--- src/rtl/udt_listen_hs_engine.sv ---
// rtl/udt_listen_hs_engine.sv - UDT server-side listen/cookie handshake engine
// Parses 64-byte handshake packets from a DATA_W stream and issues cookie/accept response requests.
module udt_listen_hs_engine #(
    parameter int DATA_W      = 64,
    parameter int UDT_VERSION = 4,
    parameter int TIMEOUT_CYC = 1000000
) (
    input  logic                clk,
    input  logic                rst_n,
    input  logic [DATA_W-1:0]   handshake_tdata,
    input  logic [DATA_W/8-1:0] handshake_tkeep,
    input  logic                handshake_tvalid,
    input  logic                handshake_tlast,
    output logic                handshake_tready,
    input  logic                Req_Connect,
    output logic                Res_Connect,
    input  logic                Req_Close,
    output logic                Res_Close,
    input  logic [31:0]         MSSize,
    input  logic [31:0]         FlightFlagSize,
    input  logic [31:0]         INIT_SEQ,
    input  logic [31:0]         local_cookie,
    output logic                req_tvalid,
    input  logic                req_tready,
    output logic [1:0]          req_kind,
    output logic [31:0]         req_mss,
    output logic [31:0]         req_flight,
    output logic [31:0]         req_peer_isn,
    output logic [31:0]         req_peer_sock,
    output logic [31:0]         req_local_isn,
    output logic                connected,
    output logic [15:0]         err_cnt
);

    localparam int          NB        = 512 / DATA_W;
    localparam logic [4:0]  LAST_BEAT = 5'(NB - 1);
    localparam bit          TO_EN     = (TIMEOUT_CYC != 0);
    localparam logic [31:0] TO_LAST   = TO_EN ? 32'(TIMEOUT_CYC - 1) : 32'd0;
    localparam logic [31:0] VERSION   = 32'(UDT_VERSION);

    typedef enum logic [1:0] {CLOSED, LISTEN, WAIT_SECOND, CONNECTED} state_t;

    state_t              state, state_next;
    logic [511-DATA_W:0] pkt_sr;
    logic [511:0]        full_pkt;
    logic [4:0]          beat_cnt;
    logic                overrun, keep_bad, discard;
    logic [31:0]         timer;
    logic                connect_q, close_q;
    logic                issue_cookie, issue_accept, err_inc, timed_out;

    logic beat, pkt_end, live, req_fire, connect_rise, close_rise;
    logic pkt_legal, is_syn1, is_syn2, cookie_ok;
    logic [31:0] w0, w4, w6, w7, w8, w9, w10, w11;
    logic unused_fields;

    assign handshake_tready = ~req_tvalid;
    assign beat         = handshake_tvalid & handshake_tready;
    assign pkt_end      = beat & handshake_tlast;
    assign live         = pkt_end & ~discard & ~Req_Close;
    assign req_fire     = req_tvalid & req_tready;
    assign connect_rise = Req_Connect & ~connect_q;
    assign close_rise   = Req_Close & ~close_q;
    assign connected    = (state == CONNECTED);

    // The final beat is combined with the stored beats so the decision lands on the tlast edge.
    assign full_pkt = {pkt_sr, handshake_tdata};
    assign w0  = full_pkt[511 -: 32];
    assign w4  = full_pkt[511 - 4*32 -: 32];
    assign w6  = full_pkt[511 - 6*32 -: 32];
    assign w7  = full_pkt[511 - 7*32 -: 32];
    assign w8  = full_pkt[511 - 8*32 -: 32];
    assign w9  = full_pkt[511 - 9*32 -: 32];
    assign w10 = full_pkt[511 - 10*32 -: 32];
    assign w11 = full_pkt[511 - 11*32 -: 32];
    // Header words the engine does not interpret.
    assign unused_fields = ^{full_pkt[495:384], full_pkt[351:320], full_pkt[127:0]};

    assign pkt_legal = (beat_cnt == LAST_BEAT) && !overrun && !keep_bad && (&handshake_tkeep)
                       && w0[31] && (w0[30:16] == 15'd0) && (w4 == VERSION);
    assign is_syn1   = (w9 == 32'd1);
    assign is_syn2   = (w9 == 32'hFFFF_FFFF);
    assign cookie_ok = (w11 == local_cookie);

    always_ff @(posedge clk or negedge rst_n) begin
        if (!rst_n) state <= CLOSED;
        else        state <= state_next;
    end

    always_comb begin
        state_next   = state;
        issue_cookie = 1'b0;
        issue_accept = 1'b0;
        err_inc      = 1'b0;
        timed_out    = 1'b0;
        case (state)
            CLOSED: begin
                if (connect_rise) state_next = LISTEN;
            end
            LISTEN: begin
                if (live) begin
                    if (!pkt_legal)   err_inc      = 1'b1;
                    else if (is_syn1) issue_cookie = 1'b1;
                end
            end
            WAIT_SECOND: begin
                // A pending response holds off the fallback so an issued accept is never lost.
                if (TO_EN && !req_tvalid && timer >= TO_LAST) begin
                    timed_out  = 1'b1;
                    state_next = LISTEN;
                end else if (live) begin
                    if (!pkt_legal)     err_inc      = 1'b1;
                    else if (is_syn1)   issue_cookie = 1'b1;
                    else if (is_syn2) begin
                        if (cookie_ok)  issue_accept = 1'b1;
                        else            err_inc      = 1'b1;
                    end
                end
            end
            CONNECTED: begin
                if (live) begin
                    if (!pkt_legal)                err_inc      = 1'b1;
                    else if (is_syn2 && cookie_ok) issue_accept = 1'b1;
                end
            end
            default: state_next = CLOSED;
        endcase
        if (req_fire) state_next = (req_kind == 2'd2) ? CONNECTED : WAIT_SECOND;
        if (Req_Close) begin
            state_next   = CLOSED;
            issue_cookie = 1'b0;
            issue_accept = 1'b0;
            err_inc      = 1'b0;
        end
    end

    always_ff @(posedge clk or negedge rst_n) begin
        if (!rst_n) begin
            pkt_sr        <= '0;
            beat_cnt      <= 5'd0;
            overrun       <= 1'b0;
            keep_bad      <= 1'b0;
            discard       <= 1'b0;
            timer         <= 32'd0;
            connect_q     <= 1'b0;
            close_q       <= 1'b0;
            Res_Connect   <= 1'b0;
            Res_Close     <= 1'b0;
            req_tvalid    <= 1'b0;
            req_kind      <= 2'd0;
            req_mss       <= 32'd0;
            req_flight    <= 32'd0;
            req_peer_isn  <= 32'd0;
            req_peer_sock <= 32'd0;
            req_local_isn <= 32'd0;
            err_cnt       <= 16'd0;
        end else begin
            connect_q   <= Req_Connect;
            close_q     <= Req_Close;
            Res_Connect <= (state == CLOSED) && connect_rise && !Req_Close;
            Res_Close   <= close_rise;

            if (beat) begin
                pkt_sr <= full_pkt[511-DATA_W:0];
                if (handshake_tlast) begin
                    beat_cnt <= 5'd0;
                    overrun  <= 1'b0;
                    keep_bad <= 1'b0;
                end else begin
                    keep_bad <= keep_bad | ~(&handshake_tkeep);
                    if (beat_cnt == LAST_BEAT) overrun  <= 1'b1;
                    else                       beat_cnt <= beat_cnt + 5'd1;
                end
            end

            // A close mid-packet discards the rest of that packet even if listening reopens.
            if (Req_Close && !pkt_end && (beat || beat_cnt != 5'd0 || overrun)) discard <= 1'b1;
            else if (pkt_end)                                                 discard <= 1'b0;

            if (state != WAIT_SECOND || state_next != WAIT_SECOND || req_fire) timer <= 32'd0;
            else if (timer < TO_LAST)                                          timer <= timer + 32'd1;

            if (Req_Close || req_fire) begin
                req_tvalid <= 1'b0;
            end else if (issue_cookie || issue_accept) begin
                req_tvalid    <= 1'b1;
                req_kind      <= issue_accept ? 2'd2 : 2'd1;
                req_mss       <= (MSSize < w7) ? MSSize : w7;
                req_flight    <= (FlightFlagSize < w8) ? FlightFlagSize : w8;
                req_peer_isn  <= w6;
                req_peer_sock <= w10;
                req_local_isn <= INIT_SEQ;
            end

            if (err_inc && err_cnt != 16'hFFFF) err_cnt <= err_cnt + 16'd1;
        end
    end

endmodule
--- config.mk ---
export PLATFORM = sky130hd
export DESIGN_NAME = udt_listen_hs_engine
export DESIGN_NICKNAME = d
export VERILOG_FILES = /design/src/rtl/udt_listen_hs_engine.sv
export SDC_FILE = /design/constraint.sdc
export NUM_CORES = 1
export LEC_CHECK = 0
export ABC_CLOCK_PERIOD_IN_PS = 4850
export CAP_MARGIN = 20
export CORE_MARGIN = 10
export CORE_UTILIZATION = 58
export CTS_CLUSTER_DIAMETER = 100
export DETAILED_ROUTE_END_ITERATION = 12
export GPL_ROUTABILITY_DRIVEN = 0
export HOLD_SLACK_MARGIN = 0.03
export MAX_ROUTING_LAYER = met4
export PLACE_DENSITY_LB_ADDON = 0.2
export SYNTH_ARGS = -nofsm -noshare
export SYNTH_HDL_FRONTEND = slang
export SYNTH_SLANG_ARGS = --single-unit
--- constraint.sdc ---
create_clock -name clk -period 4.85 [get_ports clk]
set_clock_uncertainty 0.2 [all_clocks]
set_input_delay 1.455 -clock clk [delete_from_list [all_inputs] [get_ports clk]]
set_output_delay 1.455 -clock clk [all_outputs]
set_load 0.01 [all_outputs]
==> impl_metrics.py <==
metrics = {
    "synth": {
        "syn_area_per_cell_um2": 10.4,
        "asyncSetResetFlopFracSynth_pct": 100,
        "synth_cells": 2272,
        "ys_types": 60,
        "yosys_warnings": 0,
        "synth_edf_count": 0,
        "ys_seq_area_share_pct": 57.9,
        "synth-main-ff-cell": "dfrtp_1",
        "ys_ff_latch": 545,
        "syn-num-nets": 2549,
        "synthesis.area_mm2": 0.0235,
    },
    "setup_path": {
        "r2r_end": "req_flight[31]",
        "end_kind": "flop",
        "regToRegSetupSlack_ns": 1.20,
        "critPathKind": "input port to flop",
        "reg2reg_from": "beat_cnt[0]",
        "arrival_ns": 4.44,
        "path_max_fanout": 12,
        "cp.required_ns": 5.13,
        "r2r_cells": 11,
        "worstSetupStartpointType": "input port",
    },
    "cells_and_area": {
        "final_util_pct": 75.1,
        "nets": 2930,
        "drive_above_1_share_pct": 13.6,
        "syn_to_final_growth_pct": 27.3,
        "post-route-cell-area_mm2": 0.0300,
    },
    "timing": {
        "fmaxAchievable_mhz": 240,
        "min_period_over_period_pct": 85.8,
        "worst-slew-pin-transition_ns": 0.924,
        "setup_viol": 0,
        "slew_headroom_pct": 38.4,
        "final_hold_viol_count": 0,
        "final.setup.tns_ns": 0,
        "rsz0062_at_grt": "no",
        "fin_crit_ns": 4.16,
        "drv_slew": 0,
    },
    "min_path": {
        "holdPathStages": 1,
        "hp-start": "close_q",
        "min_to": "Res_Close",
        "timing.hold.worst.class": "flop to flop",
    },
    "routing": {
        "avgViaCountPerCell": 5.46,
        "ant_nets": 0,
        "drc": 0,
        "dr.pass1.iters": 5,
        "wirelength_um": 62200,
        "vias": 17600,
        "initialDrtViolationCount": 1432,
        "route.detailed.wl_per_inst_um": 19.3,
    },
    "power_and_ir_drop": {
        "power.total_mw": 10.7,
        "p_seq_share_pct": 48.6,
        "leakage_nw": 14.5,
        "p_int_mw": 7.94,
        "pwr-share-comb_pct": 12.1,
        "pwr-share-clk_pct": 39.3,
        "switching_share_pct": 25.4,
        "ir_worst_vdd_uv": 287,
        "powerDensity_mw_per_mm2": 356,
        "p_switching_mw": 2.71,
    },
    "cts": {
        "clock_latency_ns": 0.60,
        "post_cts_resize_count": 0,
        "cts_max_path_buffers": 3,
        "cts_max_level": 2,
        "path_clk_slew_ns": 0.06,
        "clock-sinks": 545,
        "cts_setup_buffers": 0,
        "cts_hold_buf": 0,
        "numCtsBuffers": 54,
        "root_buffer": "clkbuf_16",
        "cts_tree": "yes",
    },
    "placement": {
        "dp_hpwl_um": 44300,
        "placed_area_mm2": 0.0282,
        "portBuffers": 389,
    },
    "floorplanning": {
        "io_pins": 390,
        "dieArea_mm2": 0.0490,
        "initial_utilization_pct": 59.0,
        "floorplan.rows": 73,
        "die_width_um": 221,
        "die_y_um": 221,
        "core_mm2": 0.0399,
    },
    "global_route": {
        "grt_overflow": 0,
        "antenna_found_initial": 2,
        "grt_util_all_layers_pct": 25.7,
        "grt_pass1_vias": 18500,
        "grt_pass1_wl_um": 99900,
        "grt_max_degree": 165,
    },
    "status": {
        "status": "finished, final reports clean",
    },
    "flow_run": {
        "drv_cap": 0,
    },
}
metrics by stage:
step | setup WS [ns] | cells | hold WS, ns
CTS | 0.755 | 3220 | 0.196
floorplan | 0.660 | 2272 | 0.178
global route | 0.526 | 3222 | 0.206
global placement | 0.169 | 3122 | 0.183
detailed placement | 0.144 | 3122 | 0.187
finish | 0.687 | 3222 | 0.193
synthesized netlist by cell type, types with 8 or more instances:
cell type	n	area (µm²)
clkbuf_1	81	304
buf_2	8	40.0
nor2_1	64	240
a21oi_1	18	90.1
ha_1	70	876
xnor2_1	18	158
nand2_1	797	2990
buf_4	9	67.6
a211oi_1	13	97.6
dfrtp_1	545	13600
nand4_1	40	250
nand3_1	16	80.1
mux2_2	226	2540
o21ai_0	121	606
inv_1	91	342
nor3_1	8	40.0
nor4_1	36	225
xor2_1	47	412
layout make-up:
class                           instances  area (µm²)
Clock buffer                           83        1660
Clock inverter                         15         131
Timing Repair Buffer                  426        4350
Antenna cell                            2        5.00
Tap cell                              525         657
Multi-Input combinational cell       1535        9170
Fill cell                            2646        9960
Sequential cell                       545       13600
Inverter                               91         342
per-layer routing:
metal | global-route usage [%] | part of all wire (%) | up-vias
met3 | 4.26 | 5.4 | 106
met1 | 32.9 | 43 | 8715
li1 | - | - | 8264
met2 | 41.1 | 48 | 508
met4 | 8.64 | 3.0 | 0
met5 | - | 0 | -
cell usage in the layout, fill, tap and decap left out, drive strengths merged, types with 3 or more instances in the layout:
| master | n |
|---|---|
| buf | 38 |
| o21ai | 121 |
| nand4 | 40 |
| clkdlybuf4s50 | 388 |
| clkinv | 11 |
| dfrtp | 545 |
| nor2 | 64 |
| inv | 92 |
| ha | 70 |
| nand2 | 797 |
| nor2b | 3 |
| a211oi | 14 |
| xnor2 | 18 |
| o22ai | 3 |
| a21oi | 19 |
| nor3 | 8 |
| nor4 | 36 |
| xor2 | 47 |
| or4 | 3 |
| and3 | 8 |
| clkbuf | 83 |
| nand3 | 16 |
| nor4b | 3 |
| mux2 | 226 |
sequential cells by signal, indices dropped and copies added (netlist names), 2 cells and up:
name / cells
err_cnt: 16
beat_cnt: 5
req_local_isn: 32
req_flight: 32
req_peer_sock: 32
state: 2
req_peer_isn: 32
req_kind: 2
pkt_sr: 320
req_mss: 32
timer: 32
kinds of logic after synthesis:
logic type	after synthesis	synth area share [%]
compound gates	185	4.61
xor+xnor	65	2.42
fa+ha+maj	70	3.72
buf+inv	192	3.28
flops	545	57.9
mux	227	10.9
simple gates	988	17.2
how the worst max path moves through the flow:
stage	start	to	slack (ns)	cells after the start
floorplan	FlightFlagSize[5]	req_flight[10]	0.66	9
global placement	FlightFlagSize[5]	req_flight[20]	0.17	10
detailed placement	FlightFlagSize[5]	req_flight[28]	0.14	10
CTS	FlightFlagSize[5]	req_flight[31]	0.75	10
global route	handshake_tkeep[3]	req_flight[31]	0.53	12
finish	FlightFlagSize[5]	req_flight[31]	0.69	10
power by group through the flow:
| stage | combinational, mW | clock [mW] | sequential [mW] |
|---|---|---|---|
| final | 1.29 | 4.18 | 5.18 |
| after global routing | 1.45 | 4.45 | 5.22 |
| after CTS | 1.30 | 4.25 | 5.18 |
| after detailed placement | 1.27 | 0 | 5.25 |
| after global placement | 1.22 | 0 | 5.24 |
| after floorplan | 0.746 | 0 | 5.16 |
critical path, cell delays in order:
cell,delay (ns)
clkdlybuf4s50_1,0.46
ha_1,0.33
a211oi_1,0.26
o22a_1,0.19
a311oi_1,0.17
o311a_1,0.34
nor3_2,0.30
buf_4,0.28
mux2_2,0.37
mux2_2,0.28
No activity file was read; power rests on OpenSTA's default activity.
